--- src/rtl/vga_fb_scan.sv ---
// vga_fb_scan: parametrised VGA timing generator and framebuffer reader.
// Scans the raster and fetches RGB565 pixels from a BRAM read port, or it
// produces built-in test patterns instead. All logic runs in the pixel clock
// domain. Sync and blanking are delayed to line up with the BRAM read latency.
//
// Read port timing: mem_addr/mem_rd are registered one cycle after the
// counter state they describe. mem_data must be valid exactly RD_LAT cycles
// later. There is no back-pressure: the BRAM is assumed to serve every request.
module vga_fb_scan #(
  parameter int H_ACTIVE    = 640,
  parameter int H_FP        = 16,
  parameter int H_SYNC      = 96,
  parameter int H_BP        = 48,
  parameter int V_ACTIVE    = 480,
  parameter int V_FP        = 10,
  parameter int V_SYNC      = 2,
  parameter int V_BP        = 33,
  parameter bit HS_POL      = 1'b0,
  parameter bit VS_POL      = 1'b0,
  parameter int SCALE_SHIFT = 0,
  parameter int ADDR_W      = 19,
  parameter int RD_LAT      = 1
) (
  input  logic              clk,
  input  logic              rst,
  input  logic [1:0]        mode,
  input  logic [11:0]       bg_color,
  output logic [ADDR_W-1:0] mem_addr,
  output logic              mem_rd,
  input  logic [15:0]       mem_data,
  output logic              hs,
  output logic              vs,
  output logic [11:0]       rgb,
  output logic              frame_start
);

  localparam int H_TOTAL  = H_ACTIVE + H_FP + H_SYNC + H_BP;
  localparam int V_TOTAL  = V_ACTIVE + V_FP + V_SYNC + V_BP;
  // Counters are at least 5 bits wide so the grid pattern can test bits [4:0].
  localparam int HW       = ($clog2(H_TOTAL) > 5) ? $clog2(H_TOTAL) : 5;
  localparam int VW       = ($clog2(V_TOTAL) > 5) ? $clog2(V_TOTAL) : 5;
  localparam int HS_START = H_ACTIVE + H_FP;
  localparam int HS_END   = HS_START + H_SYNC;
  localparam int VS_START = V_ACTIVE + V_FP;
  localparam int VS_END   = VS_START + V_SYNC;
  localparam int LINE_W   = H_ACTIVE >> SCALE_SHIFT;
  localparam int BAR_W    = H_ACTIVE / 8;
  localparam logic [VW-1:0] Y_MASK = VW'((1 << SCALE_SHIFT) - 1);

  // Per-pixel sideband that travels alongside the BRAM read.
  typedef struct packed {
    logic        active;
    logic        hs_on;
    logic        vs_on;
    logic        fs;
    logic        fb;
    logic [11:0] pat;
  } side_t;

  logic [HW-1:0]     h_cnt;
  logic [VW-1:0]     v_cnt;
  logic [VW-1:0]     v_nxt;
  logic              h_last;
  logic              v_last;
  logic              frame_first;
  logic [1:0]        mode_r;
  logic [1:0]        mode_eff;
  logic [ADDR_W-1:0] line_base;
  logic [ADDR_W-1:0] pix_addr;
  logic              active;
  logic              fetch;
  logic [2:0]        bar_idx;
  logic [11:0]       pat;
  logic [11:0]       fb_rgb;
  side_t             s0;
  side_t             pipe [RD_LAT+1];
  side_t             tail;
  logic              unused_bits;

  assign h_last      = (h_cnt == HW'(H_TOTAL - 1));
  assign v_last      = (v_cnt == VW'(V_TOTAL - 1));
  assign v_nxt       = v_cnt + VW'(1);
  assign frame_first = (h_cnt == '0) && (v_cnt == '0);
  // The first pixel of a frame already uses the incoming mode, so a frame
  // never mixes two modes.
  assign mode_eff    = frame_first ? mode : mode_r;
  assign active      = (h_cnt < HW'(H_ACTIVE)) && (v_cnt < VW'(V_ACTIVE));
  assign fetch       = active && (mode_eff == 2'd0);
  assign pix_addr    = line_base + ADDR_W'(h_cnt >> SCALE_SHIFT);
  assign fb_rgb      = {mem_data[15:12], mem_data[10:7], mem_data[4:1]};
  assign unused_bits = ^{mem_data[11], mem_data[6:5], mem_data[0]};
  assign tail        = pipe[RD_LAT];

  // Raster counters: h wraps at H_TOTAL, v advances on each h wrap.
  always_ff @(posedge clk) begin
    if (rst) begin
      h_cnt <= '0;
      v_cnt <= '0;
    end else if (h_last) begin
      h_cnt <= '0;
      v_cnt <= v_last ? '0 : v_nxt;
    end else begin
      h_cnt <= h_cnt + HW'(1);
    end
  end

  // Line base address: advances by one logical line whenever y changes.
  always_ff @(posedge clk) begin
    if (rst) begin
      line_base <= '0;
    end else if (h_last) begin
      if (v_last) begin
        line_base <= '0;
      end else if ((v_nxt & Y_MASK) == '0) begin
        line_base <= line_base + ADDR_W'(LINE_W);
      end
    end
  end

  // Frame mode register, loaded only at the first pixel of each frame.
  always_ff @(posedge clk) begin
    if (rst) begin
      mode_r <= 2'd0;
    end else if (frame_first) begin
      mode_r <= mode;
    end
  end

  // Colour bar index: the number of bar boundaries at or left of h_cnt.
  always_comb begin
    bar_idx = 3'd0;
    for (int k = 1; k < 8; k++) begin
      if (h_cnt >= HW'(k * BAR_W)) bar_idx = 3'(k);
    end
  end

  // Test-pattern colour for the current counter position.
  always_comb begin
    pat = 12'h000;
    case (mode_eff)
      2'd1: begin
        case (bar_idx)
          3'd0:    pat = 12'hFFF;
          3'd1:    pat = 12'hFF0;
          3'd2:    pat = 12'h0FF;
          3'd3:    pat = 12'h0F0;
          3'd4:    pat = 12'hF0F;
          3'd5:    pat = 12'hF00;
          3'd6:    pat = 12'h00F;
          default: pat = 12'h000;
        endcase
      end
      2'd2:    pat = ((h_cnt[4:0] == 5'd0) || (v_cnt[4:0] == 5'd0)) ? 12'hFFF : bg_color;
      2'd3:    pat = bg_color;
      default: pat = 12'h000;
    endcase
  end

  // Sideband for the pixel described by the current counters.
  always_comb begin
    s0        = '0;
    s0.active = active;
    s0.hs_on  = (h_cnt >= HW'(HS_START)) && (h_cnt < HW'(HS_END));
    s0.vs_on  = (v_cnt >= VW'(VS_START)) && (v_cnt < VW'(VS_END));
    s0.fs     = frame_first;
    s0.fb     = (mode_eff == 2'd0);
    s0.pat    = pat;
  end

  // Read request register. The address holds while no pixel is fetched.
  always_ff @(posedge clk) begin
    if (rst) begin
      mem_rd   <= 1'b0;
      mem_addr <= '0;
    end else begin
      mem_rd <= fetch;
      if (fetch) mem_addr <= pix_addr;
    end
  end

  // Sideband delay line. Its tail lines up with mem_data.
  always_ff @(posedge clk) begin
    if (rst) begin
      for (int k = 0; k <= RD_LAT; k++) pipe[k] <= '0;
    end else begin
      pipe[0] <= s0;
      for (int k = 1; k <= RD_LAT; k++) pipe[k] <= pipe[k-1];
    end
  end

  // Output register: pixel colour with blanking, and sync at the pin polarity.
  always_ff @(posedge clk) begin
    if (rst) begin
      rgb         <= 12'h000;
      hs          <= ~HS_POL;
      vs          <= ~VS_POL;
      frame_start <= 1'b0;
    end else begin
      rgb         <= !tail.active ? 12'h000 : (tail.fb ? fb_rgb : tail.pat);
      hs          <= tail.hs_on ? HS_POL : ~HS_POL;
      vs          <= tail.vs_on ? VS_POL : ~VS_POL;
      frame_start <= tail.fs;
    end
  end

endmodule

--- config.mk ---
export PLATFORM = sky130hd
export DESIGN_NAME = vga_fb_scan
export DESIGN_NICKNAME = d
export VERILOG_FILES = /design/src/rtl/vga_fb_scan.sv
export SDC_FILE = /design/constraint.sdc
export NUM_CORES = 1
export LEC_CHECK = 0
export CAP_MARGIN = 20
export CORE_AREA = 2 2 99 101
export DETAILED_ROUTE_END_ITERATION = 8
export DIE_AREA = 0 0 101 103
export GPL_ROUTABILITY_DRIVEN = 0
export PLACE_DENSITY = 0.76
export REMOVE_ABC_BUFFERS = 1
export SLEW_MARGIN = 20
export SYNTH_ARGS = -nofsm -noshare
export SYNTH_HDL_FRONTEND = slang
export SYNTH_SLANG_ARGS = --single-unit
--- constraint.sdc ---
create_clock -name clk -period 3.1 [get_ports clk]
set_clock_uncertainty 0.2 [all_clocks]
set_input_delay 0.31 -clock clk [delete_from_list [all_inputs] [get_ports clk]]
set_output_delay 0.31 -clock clk [all_outputs]
set_load 0.02 [all_outputs]
==> results of run 1 <==
-- state kept, by name, summed over array words and instances (netlist names) --
name         flops
frame_start      1
rgb             12
vs               1
mode_r           2
pipe            34
line_base       12
hs               1
mem_addr        19
v_cnt           10
h_cnt           10
mem_rd           1
-- power by group --
| group | switching, uW | internal (uW) |
|---|---|---|
| Combinational | 143 | 143 |
| Clock | 439 | 448 |
| Sequential | 24.9 | 1380 |
| Total | 606 | 1980 |
-- path summary, 6_finish.rpt --
check,start,endpoint,slack (ns),cells past startpoint
hold reg to reg,pipe[0][32],hs,0.17,1
hold / removal,pipe[0][32],hs,0.17,1
setup / recovery,v_cnt[4],mem_addr[15],0.11,5
setup reg to reg,v_cnt[4],mem_addr[15],0.11,5
-- layout by cell type (no fill, tap or decap), types with 12 or more instances in the layout --
cell type          n
a21oi_1           12
clkdlybuf4s50_1   62
nand2_1           37
mux2i_1           24
o21ai_0           19
xnor2_1           21
nand3_1           12
dfxtp_1          103
inv_1             16
a31oi_1           12
nor3_1            17
buf_4             18
nor4_1            12
nor2_1            52
nor2b_1           21
-- area by class of cell --
cell class	instances	share of cell area
Clock inverter	6	0.0162
Inverter	17	0.0120
Sequential cell	103	0.387
Multi-Input combinational cell	327	0.392
Timing Repair Buffer	80	0.142
Clock buffer	9	0.0233
Tap cell	114	0.0268
-- stage by stage --
| stage | setup WS, ns | total power [uW] | cells | area, sq um | util |
|---|---|---|---|---|---|
| after CTS | 0.118 | 2610 | 656 | 5320 | 0.563 |
| final | 0.110 | 2580 | 656 | 5320 | 0.563 |
| after floorplan | 0.219 | 1600 | 447 | 4210 | - |
| after global placement | 0.158 | 1720 | 641 | 5110 | 0.540 |
| after global routing | 0.0389 | 2700 | 656 | 5320 | 0.563 |
| after detailed placement | 0.120 | 1730 | 641 | 5110 | 0.540 |
-- metal layers --
layer / vias up / track usage / share of wire / wire length [um]
met5: - / 0 / 0 / 0
met4: 0 / 0.112 / 0.028 / 265
met3: 20 / 0.0339 / 0.044 / 413
met2: 82 / 0.315 / 0.47 / 4400
met1: 1626 / 0.224 / 0.45 / 4230
li1: 1789 / - / - / -
-- cell families (layout without fill, tap and decap cells) --
family	count (synthesis)	count (layout)
flip-flops	103	103
buffers and inverters	48	112
adder cells (fa/ha/maj)	9	9
AO/OA/AOI/OAI	78	78
XOR/XNOR	27	27
multiplexers	27	27
AND/OR/NAND/NOR	186	186
==> metrics.yaml, run 1 <==
floorplanning:
  dieHeight_um: 103
  rows: 36
  initial_core_util: 0.460
  die_area_sq_um: 10400
  core_sq_um: 9460
  ios: 67
  die_w_um: 101
drt:
  wire_per_inst_um: 14.2
  drt_first_pass_iters: 5
  viasPerCell: 5.36
  drc_errors: 0
  routed_wl_um: 9310
  drt_iter0_drc: 135
  dr_total_vias: 3517
  ant_nets: 0
finish:
  area_growth_pct: 22.2
  n_fill_cell: 832
  final_nets: 578
  diodes: 0
  seqCellArea_sq_um: 2060
  drive_gt1_frac: 0.0830
  multiInputGateArea_sq_um: 2090
logic_synthesis:
  ys_top_cells_by_count: "dfxtp_1 (103), nor2_1 (52), nand2_1 (37), clkbuf_1 (25), mux2i_1 (24)"
  synth_top_family_by_area: "simple AND/OR/NAND/NOR gates"
  netlist.area_leader.share: 0.474
  synth_most_common_cell: "dfxtp_1"
  synth_ff_type: "dfxtp_1"
  netlist_area_sq_um: 4350
  yosysSeqAreaShare: 0.474
  synth_area_per_cell_sq_um: 9.11
  yosys.area_share.simple: 0.218
  ys_warn_count: 0
  synth_edf_count: 0
  yosys-top-cells-area: "dfxtp_1 (47%), mux2i_1 (5.5%), nor2_1 (4.5%), xnor2_1 (4.2%), nand2_1 (3.2%)"
  ys_ff_latch: 103
  postSynth.asyncResetShare: 0
  netlist_instances: 478
  synth_area_leader_cell: "dfxtp_1"
  synth_cell_type_count: 54
  synth-xor-area-share: 0.0543
  synth_compound_area_frac: 0.118
  synth_mux_area_frac: 0.0638
  synthAdderAreaFrac: 0.0253
run:
  max-cap-violations: 0
sta:
  fin_crit_ns: 2.99
  finalMaxSlewViolations: 0
  finalSetupViolations: 0
  rsz0062_at_grt: "false"
  fmax_mhz: 335
  holdWs_ns: 0.173
  tns_ns: 0
  worst_slew_pin_slew_ns: 0.656
  period_share: 0.964
  slew_headroom: 0.562
  finalHoldViolCount: 0
setup_path:
  worst_ep_arrival_time_ns: 3.06
  required_ns: 3.17
  slowest_stage: "or4_4"
  cp_common_cell: "or4_4"
  cp-end-kind: "register"
  start_kind: "register"
  critPathMaxStageDelay_ns: 0.56
  critical-path-top-delay-family: "simple AND/OR/NAND/NOR gates"
  crit_type: "reg -> reg"
  crit_buf_inv: 0
  crit_fanout: 11
  crit_chain: "or4_4 -> or4_4 -> or4_4 -> a21o_1 -> mux2_4"
grt:
  grt_pass1_vias: 3293
  antenna_found_initial: 0
  grtUsageTotal: 0.187
  grt_max_degree: 43
  grt_overflow: 0
  grt_pass1_wl_um: 15300
clock_network:
  cts_tree: "yes"
  cts_hold_buf: 0
  ctsResizeCount: 0
  clk_latency_ns: 0.37
  cts_sinks: 103
  clockBufferDepth: 2
  path_clk_slew_ns: 0.09
  root_buffer: "clkbuf_8"
  htreeDepth: 3
  cts_setup_buffers: 0
  cts_buffers: 9
power_and_ir_drop:
  leakage_uw: 0.00195
  power_density_nw_per_um2: 485
  ir_drop_mv: 0.206
place:
  portBuffers: 62
  hpwl_um: 6480
run_status:
  status: "finished, final reports clean"
worst_hold_path:
  hp-class: "reg -> reg"
Note: power is estimated with default switching activity, not from simulation.
==> run 2, diff against run 1 <==
==> constraint.sdc (replaced) <==
create_clock -name clk -period 3.1 [get_ports clk]
set_clock_uncertainty 0.2 [all_clocks]
set_input_delay 0.465 -clock clk [delete_from_list [all_inputs] [get_ports clk]]
set_output_delay 0.465 -clock clk [all_outputs]
set_load 0.02 [all_outputs]
==> run 2 against run 1 <==
  * Setup slack gained 0.00056 ns
  * Via count grew 0.71%
  * Largest power group unchanged
  * Critical endpoint unchanged
  * Register-to-register slack is essentially flat
  * First-iteration DRC count grew 70%
  * Design area shrank 0.19%
  * Worst hold slack lost 0.0056 ns
  * Routed wire length grew 1.1%
  * Total power shrank 0.75%
  * Die area is the same
  * Sequential share of layout area grew 0.073 points
  * Clock power shrank 2.4%
  * Final cell count is the same
==> metrics.yaml, run 2 (synthesis results as in run 1) <==
power_and_ir_drop:
  fin_total_pwr_uw: 2560
  ir_drop_mv: 0.252
  switching_share: 0.242
  power.share.clock: 0.338
  p_comb_frac: 0.112
  internal_power_uw: 1940
  leakage_uw: 0.00195
  power_density_nw_per_um2: 482
  seqPwrFrac: 0.550
  p_sw_uw: 620
finish:
  final_cell_mix: "dfxtp_1 (103), clkdlybuf4s50_1 (62), nor2_1 (52), nand2_1 (37), mux2i_1 (24)"
  largest_registers: "pipe x34, mem_addr x19"
  n_fill_cell: 831
  largest_register_ffs: 34
  layout_commonest_cell: "dfxtp_1"
  drive_gt1_frac: 0.0830
  final_nets: 577
  fin_util: 0.562
  area_growth_pct: 22.0
  seqCellArea_sq_um: 2060
  top_register: "pipe"
  diodes: 0
  multiInputGateArea_sq_um: 2090
drt:
  wire_per_inst_um: 14.4
  viasPerCell: 5.40
  drc_errors: 0
  dr_total_vias: 3542
  ant_nets: 0
  drt_iter0_drc: 230
  drt_first_pass_iters: 4
  routed_wl_um: 9420
setup_path:
  crit_path_end: "mem_addr[15]"
  cp-end-kind: "register"
  crit_start: "v_cnt[4]"
  r2r_slack_ns: 0.11
  start_kind: "register"
  r2r-start: "v_cnt[4]"
  worstReg2RegEnd: "mem_addr[15]"
  crit_fanout: 11
  r2r_cells: 5
  crit_type: "reg -> reg"
  worst_ep_arrival_time_ns: 3.06
  required_ns: 3.17
clock_network:
  cts_sinks: 103
  htreeDepth: 3
  clockBufferDepth: 2
  cts_hold_buf: 0
  clk_latency_ns: 0.37
  root_buffer: "clkbuf_8"
  path_clk_slew_ns: 0.09
  cts_buffers: 9
  cts_setup_buffers: 0
  cts_tree: "yes"
  ctsResizeCount: 0
grt:
  grt_pass1_wl_um: 15200
  grt_overflow: 0
  grtUsageTotal: 0.187
  antenna_found_initial: 0
  grt_pass1_vias: 3374
  grt.busiest_layer: "met2"
  grt_max_degree: 43
  grtUsageMet1: 0.218
  grtUsageMet3: 0.0420
  grt_use_met2: 0.316
sta:
  worst_slew_pin_slew_ns: 0.712
  finalMaxSlewViolations: 0
  rsz0062_at_grt: "false"
  period_share: 0.964
  finalHoldViolCount: 0
  slew_headroom: 0.525
  tns_ns: 0
  finalSetupViolations: 0
  fmax_mhz: 335
  setup_ws_ns: 0.111
  holdWs_ns: 0.167
  fin_crit_ns: 2.99
floorplanning:
  die_area_sq_um: 10400
  core_sq_um: 9460
  die_w_um: 101
  rows: 36
  dieHeight_um: 103
  initial_core_util: 0.460
  ios: 67
place:
  place_ws_ns: 0.129
  hpwl_um: 6500
  portBuffers: 62
run:
  max-cap-violations: 0
run_status:
  status: "finished, final reports clean"
worst_hold_path:
  hold_start: "pipe[0][32]"
  hp-class: "reg -> reg"
[run 2: changes by cell type in the layout (fill, tap and decap cells not counted), sizes merged]
cell    previous run  this run
buf               18        17
bufinv             2         1
clkbuf             9        11
[run 2: routing by layer]
metal | part of all wire | up-vias
li1 | - | 1786
met1 | 0.45 | 1651
met2 | 0.48 | 86
met3 | 0.041 | 19
met4 | 0.029 | 0
met5 | 0 | -
[run 2: per-stage QoR]
stage	instances	cell area, sq um
5_1_grt	656	5310
2_1_floorplan	447	4210
4_1_cts	656	5310
3_3_place_gp	640	5100
6_report	656	5310
3_5_place_dp	640	5100
[run 2: worst max-delay path: stages (launching register included)]
cell and delay, ns:
dfxtp_1 0.33, or4_4 0.57, or4_4 0.56, or4_4 0.50, a21o_1 0.37, mux2_4 0.36
[run 2: worst min-delay path by stage]
stage	to	slack (ns)	depth (start not counted)
finish	hs	0.17	1
global route	vs	0.19	1
CTS	hs	0.17	1
detailed placement	hs	0.15	1
global placement	hs	0.15	1
floorplan	hs	0.14	1
[run 2: layout make-up]
type | instances | area share
Tap cell | 114 | 0.0269
Multi-Input combinational cell | 327 | 0.393
Sequential cell | 103 | 0.388
Clock buffer | 11 | 0.0285
Inverter | 17 | 0.0120
Clock inverter | 5 | 0.0106
Timing Repair Buffer | 79 | 0.141
[run 2: power by group through the flow]
stage          combinational [uW]  clock, uW  sequential (uW)
6_report                      287        866             1410
5_1_grt                       312        942             1420
4_1_cts                       288        885             1410
3_5_place_dp                  286          0             1440
3_3_place_gp                  280          0             1440
2_1_floorplan                 146          0             1460
